==> src/rtl/mod_counter_dff_if.sv <==
// Control and status bundle for mod_counter_dff: enable, direction, load, count, terminal count.
interface mod_counter_dff_if #(
    parameter int unsigned WIDTH = 4
);
    logic             en;
    logic             up;
    logic             ld;
    logic [WIDTH-1:0] din;
    logic [WIDTH-1:0] q;
    logic             tc;

    modport master (output en, output up, output ld, output din, input q, input tc);
    modport slave  (input en, input up, input ld, input din, output q, output tc);
endinterface

==> src/rtl/mod_counter_dff.sv <==
// Loadable up/down modulo-MODULUS counter: one D flop per bit, gate-level next-state logic,
// combinational terminal count for cascading.
module mod_counter_dff #(
    parameter int unsigned WIDTH   = 4,
    parameter int unsigned MODULUS = 10
) (
    input logic              c,
    input logic              re_,
    mod_counter_dff_if.slave bus
);

    if (WIDTH < 2 || WIDTH > 8 || MODULUS < 2 || MODULUS > (1 << WIDTH)) begin : g_bad_param
        $error("mod_counter_dff: illegal WIDTH/MODULUS combination");
    end

    localparam logic [WIDTH:0]   K_MOD = (WIDTH + 1)'(MODULUS);
    localparam logic [WIDTH-1:0] K_MAX = WIDTH'(MODULUS - 1);

    logic [WIDTH-1:0] w_q;
    logic [WIDTH-1:0] w_d;
    logic [WIDTH-1:0] w_inc;
    logic [WIDTH-1:0] w_dec;
    logic [WIDTH-1:0] w_up_val;
    logic [WIDTH-1:0] w_dn_val;
    logic [WIDTH-1:0] w_ld_val;
    logic             w_at_max;
    logic             w_at_zero;
    logic             w_illegal;
    logic             w_din_ok;
    logic             w_sel_ld;
    logic             w_sel_up;
    logic             w_sel_dn;
    logic             w_sel_hold;

    // Equality against a constant: AND of per-bit XNORs.
    function automatic logic f_eq_const(input logic [WIDTH-1:0] a, input logic [WIDTH-1:0] k);
        logic v_eq;
        v_eq = 1'b1;
        for (int i = 0; i < WIDTH; i++) begin
            v_eq = v_eq & ((k[i] & a[i]) | (~k[i] & ~a[i]));
        end
        return v_eq;
    endfunction

    // a >= MODULUS, rippled LSB to MSB; never true when MODULUS == 2**WIDTH.
    function automatic logic f_ge_mod(input logic [WIDTH-1:0] a);
        logic v_ge;
        v_ge = 1'b1;
        for (int i = 0; i < WIDTH; i++) begin
            v_ge = (K_MOD[i] & a[i] & v_ge) | (~K_MOD[i] & (a[i] | v_ge));
        end
        return v_ge & ~K_MOD[WIDTH];
    endfunction

    always_comb begin : p_arith
        logic v_carry;
        logic v_borrow;
        v_carry  = 1'b1;
        v_borrow = 1'b1;
        w_inc    = '0;
        w_dec    = '0;
        for (int i = 0; i < WIDTH; i++) begin
            w_inc[i] = (w_q[i] & ~v_carry) | (~w_q[i] & v_carry);
            w_dec[i] = (w_q[i] & ~v_borrow) | (~w_q[i] & v_borrow);
            v_carry  = w_q[i] & v_carry;
            v_borrow = ~w_q[i] & v_borrow;
        end
    end

    assign w_at_max  = f_eq_const(w_q, K_MAX);
    assign w_at_zero = f_eq_const(w_q, '0);
    assign w_illegal = f_ge_mod(w_q);
    assign w_din_ok  = ~f_ge_mod(bus.din);

    assign w_sel_ld   = bus.ld;
    assign w_sel_up   = ~bus.ld & bus.en & bus.up;
    assign w_sel_dn   = ~bus.ld & bus.en & ~bus.up;
    assign w_sel_hold = ~bus.ld & ~bus.en;

    // Wrap is by compare-to-constant; an illegal state counts to zero in either direction.
    assign w_ld_val = bus.din & {WIDTH{w_din_ok}};
    assign w_up_val = w_inc & ~{WIDTH{w_at_max | w_illegal}};
    assign w_dn_val = (w_dec & ~{WIDTH{w_at_zero | w_illegal}})
                    | (K_MAX & {WIDTH{w_at_zero & ~w_illegal}});

    assign w_d = ({WIDTH{w_sel_ld}}   & w_ld_val)
               | ({WIDTH{w_sel_up}}   & w_up_val)
               | ({WIDTH{w_sel_dn}}   & w_dn_val)
               | ({WIDTH{w_sel_hold}} & w_q);

    for (genvar gi = 0; gi < WIDTH; gi++) begin : g_bit
        logic r_bit;
        always_ff @(posedge c or negedge re_) begin
            if (!re_) begin
                r_bit <= 1'b0;
            end else begin
                r_bit <= w_d[gi];
            end
        end
        assign w_q[gi] = r_bit;
    end

    assign bus.q  = w_q;
    assign bus.tc = bus.en & ((bus.up & w_at_max) | (~bus.up & w_at_zero));

endmodule
==> src/flat_wrapper.sv <==
// flat-port wrapper written by rule: the top's interface ports become plain ports
module mod_counter_dff_flat 
#(
    parameter int unsigned WIDTH   = 4,
    parameter int unsigned MODULUS = 10
)
  (c, re_, bus_en, bus_up, bus_ld, bus_din, bus_q, bus_tc);
  mod_counter_dff_if #(.WIDTH(WIDTH)) bus_i ();
  input logic c;
  input logic re_;
  input wire logic [$bits(bus_i.en)-1:0] bus_en;
  input wire logic [$bits(bus_i.up)-1:0] bus_up;
  input wire logic [$bits(bus_i.ld)-1:0] bus_ld;
  input wire logic [$bits(bus_i.din)-1:0] bus_din;
  output wire logic [$bits(bus_i.q)-1:0] bus_q;
  output wire logic [$bits(bus_i.tc)-1:0] bus_tc;
  assign bus_i.en = bus_en;
  assign bus_i.up = bus_up;
  assign bus_i.ld = bus_ld;
  assign bus_i.din = bus_din;
  assign bus_q = bus_i.q;
  assign bus_tc = bus_i.tc;
  mod_counter_dff #(.WIDTH(WIDTH), .MODULUS(MODULUS)) u_core (.c(c), .re_(re_), .bus(bus_i));
endmodule
==> config.mk <==
export PLATFORM = sky130hd
export DESIGN_NAME = mod_counter_dff_flat
export DESIGN_NICKNAME = d
export VERILOG_FILES = /design/src/rtl/mod_counter_dff_if.sv /design/src/rtl/mod_counter_dff.sv /design/src/flat_wrapper.sv
export SDC_FILE = /design/constraint.sdc
export NUM_CORES = 1
export LEC_CHECK = 0
export CAP_MARGIN = 25
export CORE_AREA = 2 2 39 41
export DETAILED_ROUTE_END_ITERATION = 8
export DIE_AREA = 0 0 41 43
export SLEW_MARGIN = 20
export SYNTH_ARGS = -nofsm -noshare
export SYNTH_HDL_FRONTEND = slang
export SYNTH_SLANG_ARGS = --single-unit
==> constraint.sdc <==
create_clock -name c -period 2.6 [get_ports c]
set_clock_uncertainty 0.2 [all_clocks]
set_input_delay 0.65 -clock c [delete_from_list [all_inputs] [get_ports c]]
set_output_delay 0.65 -clock c [all_outputs]
set_load 0.01 [all_outputs]
---- Word level (Yosys, flattened, before mapping) ----
Cells that the tools add are included.
operators by class
  bitwise gates (word level) .............. 62
operators by type and width
  kind           count
  $and A4 B4 Y4  7
  $and A1 B1 Y1  25
  $or A4 B4 Y4   4
  $not A1 Y1     13
  $or A1 B1 Y1   11
  $not A4 Y4     2
word-level totals
  register bits after elaboration ......... 4
  input bits .............................. 9
  output and inout port bits .............. 5
  logic and storage cells ................. 66

---- Longest topological paths before layout ----
  depth after elaboration ................. 11
  mapped depth ............................ 7
  depth with buffers taken out ............ 7

---- Worst setup path before layout ----
OpenSTA, ideal clock, no wires.
  path kind ............................... register -> output
  from .................................... reg u_core.g_bit[0].r_bit
  to ...................................... out bus_tc
  data arrival time ....................... 1243 ps
  data required time ...................... 1750 ps
  slack ................................... 507 ps
  stages on the path, launching flop included .. 7
  path buffers ............................ 0
  cell sequence ........................... dfrtp_1 > inv_1 > ha_1 > ha_1 > ha_1 > mux2i_1 > nor2b_1
on the way
  word-level cells in the longest chain between the ends .. 7
  elaborated cells between the ends (all ways) .. 11
  classes of those cells .................. 11 x bitwise
ends and longest elaborated chain
  element                      RTL line                source
  start, declared              mod_counter_dff.sv:92   logic r_bit;
  start signal, assigned       mod_counter_dff.sv:97   r_bit <= w_d[gi];
  $not A1 Y1                   mod_counter_dff.sv:40   v_eq = v_eq & ((k[i] & a[i]) | (~k[i] & ~a[i]));
  $and A1 B1 Y1 (3 in series)  mod_counter_dff.sv:40
  $and A1 B1 Y1                mod_counter_dff.sv:104  assign bus.tc = bus.en & ((bus.up & w_at_max) | (~bus.up & w_at_zero));
  $or A1 B1 Y1 *               mod_counter_dff.sv:104
  $and A1 B1 Y1 *              mod_counter_dff.sv:104
  end, declared                flat_wrapper.sv:16      output wire logic [$bits(bus_i.tc)-1:0] bus_tc;
Every way passes the cells marked *; elsewhere a longest branch is shown, timed or not.

---- Final worst setup path ----
  from .................................... in bus_up
  to ...................................... out bus_tc
on the way
  word-level cells in the longest chain between the ends .. 4
  elaborated cells between the ends (all ways) .. 5
  classes of those cells .................. 5 x bitwise
ends and longest elaborated chain
  element          RTL line                source
  start, declared  flat_wrapper.sv:12      input wire logic [$bits(bus_i.up)-1:0] bus_up;
  $not A1 Y1       mod_counter_dff.sv:104
  $and A1 B1 Y1    mod_counter_dff.sv:104
  $or A1 B1 Y1 *   mod_counter_dff.sv:104
  $and A1 B1 Y1 *  mod_counter_dff.sv:104
Marks and branches as above.

==> flow_summary.ini <==
[status]
outcome = complete, no violations

[yosys]
synth_nets = 65
synth-compound-area-share_pct = 21.8
ys_seq_area_share_pct = 23.3
synthXorXnorAreaFrac_pct = 0
synth-simple-area-share_pct = 22.1
ys_ff_latch = 4
yosysTopAreaCellShare_pct = 23.3
synth_cells = 50
yosys.area_share.adder_pct = 17.4
synth.largest_area_cell = dfrtp_1
ys_types = 20
synth_area_um2 = 430
synthArstFlopShare_pct = 100
post-synth-top-count-cell = ha_1
synth_enable_flop_cells = 0
synth_top_family_by_area = simple AND/OR/NAND/NOR gates
synthMuxAreaShare_pct = 2.33
synthTopCellsByCount = 6 x ha_1, 5 x nand2_1, 5 x nor2_1
ys_warn_count = 0
avgSynthCellArea_um2 = 8.61
synth_top_flop_cell = dfrtp_1
ys_top_cells_by_area = dfrtp_1 23%, ha_1 17%, buf_4 7.0%

[critical_path]
worstReg2RegStart = u_core.g_bit[1].r_bit
worstPathMaxFanout = 2
required_ns = 1.75
cp_top_family = buffers and inverters
crit_path_max_incr_delay_ns = 0.49
cp-end-kind = output pin
path_cells = clkdlybuf4s50_1, mux2i_1, nor2b_1, dlygate4sd2_1
startpoint = bus_up
cp_num_buf_inv = 2
crit_arrival_ns = 1.65
cp-start-kind = input port
ff2ff_path_depth = 8
timing.rr.end = u_core.g_bit[1].r_bit
critPathSlowestCell = clkdlybuf4s50_1
r2r_setup_slack_ns = 0.65
path_class = input port to output pin

[placement]
dp_hpwl_um = 779
place_area_um2 = 592
port_buffers = 13
dp_slack_ns = -0.117
gp_congestion = 0.755

[grt]
grt_start_max_net_pins = 8
grt_pass1_wl_mm = 1.59
track_usage_pct = 13.8
grt_pass1_vias = 412
antenna_found_initial = 0
gr-total-overflow = 0

[sta]
worst_slack_ns = 0.102
finalCriticalPeriod_ns = 2.50
rsz0062_at_grt = false
worst_pin_slew_ns = 0.285
period_share_pct = 96.1
maxSlewViolCount = 0
max_slew_margin_pct = 80.9
hold_ws_ns = 0.421
hold_viol = 0
finalSetupTns_ns = 0
setup_viol = 0
max_freq_ghz = 0.400

[min_path]
hold_class = input port to async pin

[pwr]
power_density_nw_per_um2 = 488
ir_drop_mv = 0.176
p_total_w = 0.000301
leakagePower_nw = 0.285

[route]
drt-total-wl_um = 903
firstDrtPassIters = 4
drtIter0Drc = 5
maxUsedRoutingLayer = met3
drc_errors = 0
wl_met2_um = 463
wl_per_cell_um = 10.8
viasPerCell = 4.95
final_antenna_net_count = 0
wl_met1_um = 402
vias = 416
wl_met3_um = 37

[clock_network]
clk_path_buf_depth = 2
ctsHoldBuffers = 0
cts_sinks = 4
cts.reportedPaths.clkPinSlew_ns = 0.04
cts_tree = yes
cts_root_buf = clkbuf_4
clk_latency_ns = 0.23
numCtsBuffers = 3
h-tree-depth = 1

[layout]
drive_gt1_share_pct = 20.6
layout.nets = 85
diodes = 0
final_area_um2 = 616
regMostFlops = u_core.g_bit.r_bit
largestRegisters = u_core.g_bit.r_bit (4)
largest_register_ffs = 4
area_growth_pct = 43.0

[die]
die_w_um = 41
core_area_um2 = 1380
dieArea_um2 = 1760
io_pins = 14
start_util_pct = 31.1
row_count = 14
die_y_um = 43

[job]
maxCapViolations = 0
## final cells by class
| cell class | instances | area (um2) |
|---|---|---|
| Fill cell | 154 | 768 |
| Clock buffer | 3 | 22.5 |
| Timing Repair Buffer | 20 | 181 |
| Inverter | 4 | 15.0 |
| Multi-Input combinational cell | 37 | 277 |
| Tap cell | 16 | 20.0 |
| Sequential cell | 4 | 100 |
## metal layers
metal / up-vias / track usage (%)
li1: 212 / -
met1: 193 / 16.7
met2: 11 / 22.2
met3: 0 / 1.57
met4: 0 / 8.00
met5: - / 0
## cell families after synthesis
kind of cell / Yosys count
AND/OR/NAND/NOR: 18
adder cells (fa/ha/maj): 6
flip-flops: 4
multiplexers: 1
buffers and inverters: 9
AO/OA/AOI/OAI: 12
## worst max path at each step
stage	endpoint	slack (ns)	cells after the start
CTS	bus_tc	0.05	7
global placement	bus_tc	-0.10	4
detailed placement	bus_tc	-0.12	4
floorplan	bus_tc	0.51	6
finish	bus_tc	0.10	4
global route	bus_tc	0.03	7
## report_power, final
| group | internal, W | switching (W) |
|---|---|---|
| clock network | 0.0000515 | 0.0000241 |
| logic | 0.0000832 | 0.0000650 |
| registers | 0.0000716 | 0.00000521 |
| total | 0.000206 | 0.0000943 |
## cell usage in the layout (no fill, tap or decap), types with 2 or more instances in the layout
master,instances
a221o_1,2
a31o_2,2
a32o_1,2
buf_4,7
clkbuf_4,3
clkdlybuf4s50_1,12
dfrtp_1,4
ha_1,5
inv_1,4
nand2_1,5
nand2b_1,2
nor2_1,5
nor2b_1,2
o21ai_0,4
## what timing repair did
item,in CTS,in global routing
setup buffers,0,0
endpoints found under the setup margin,1,1
resized for setup,1,1
cloned,0,0
## through the flow
stage | instances | util, %
2_1_floorplan | 50 | -
3_3_place_gp | 81 | 42.8
3_5_place_dp | 81 | 42.8
4_1_cts | 84 | 44.3
5_1_grt | 84 | 44.5
6_report | 84 | 44.5
No activity file was read; power rests on OpenSTA's default activity.
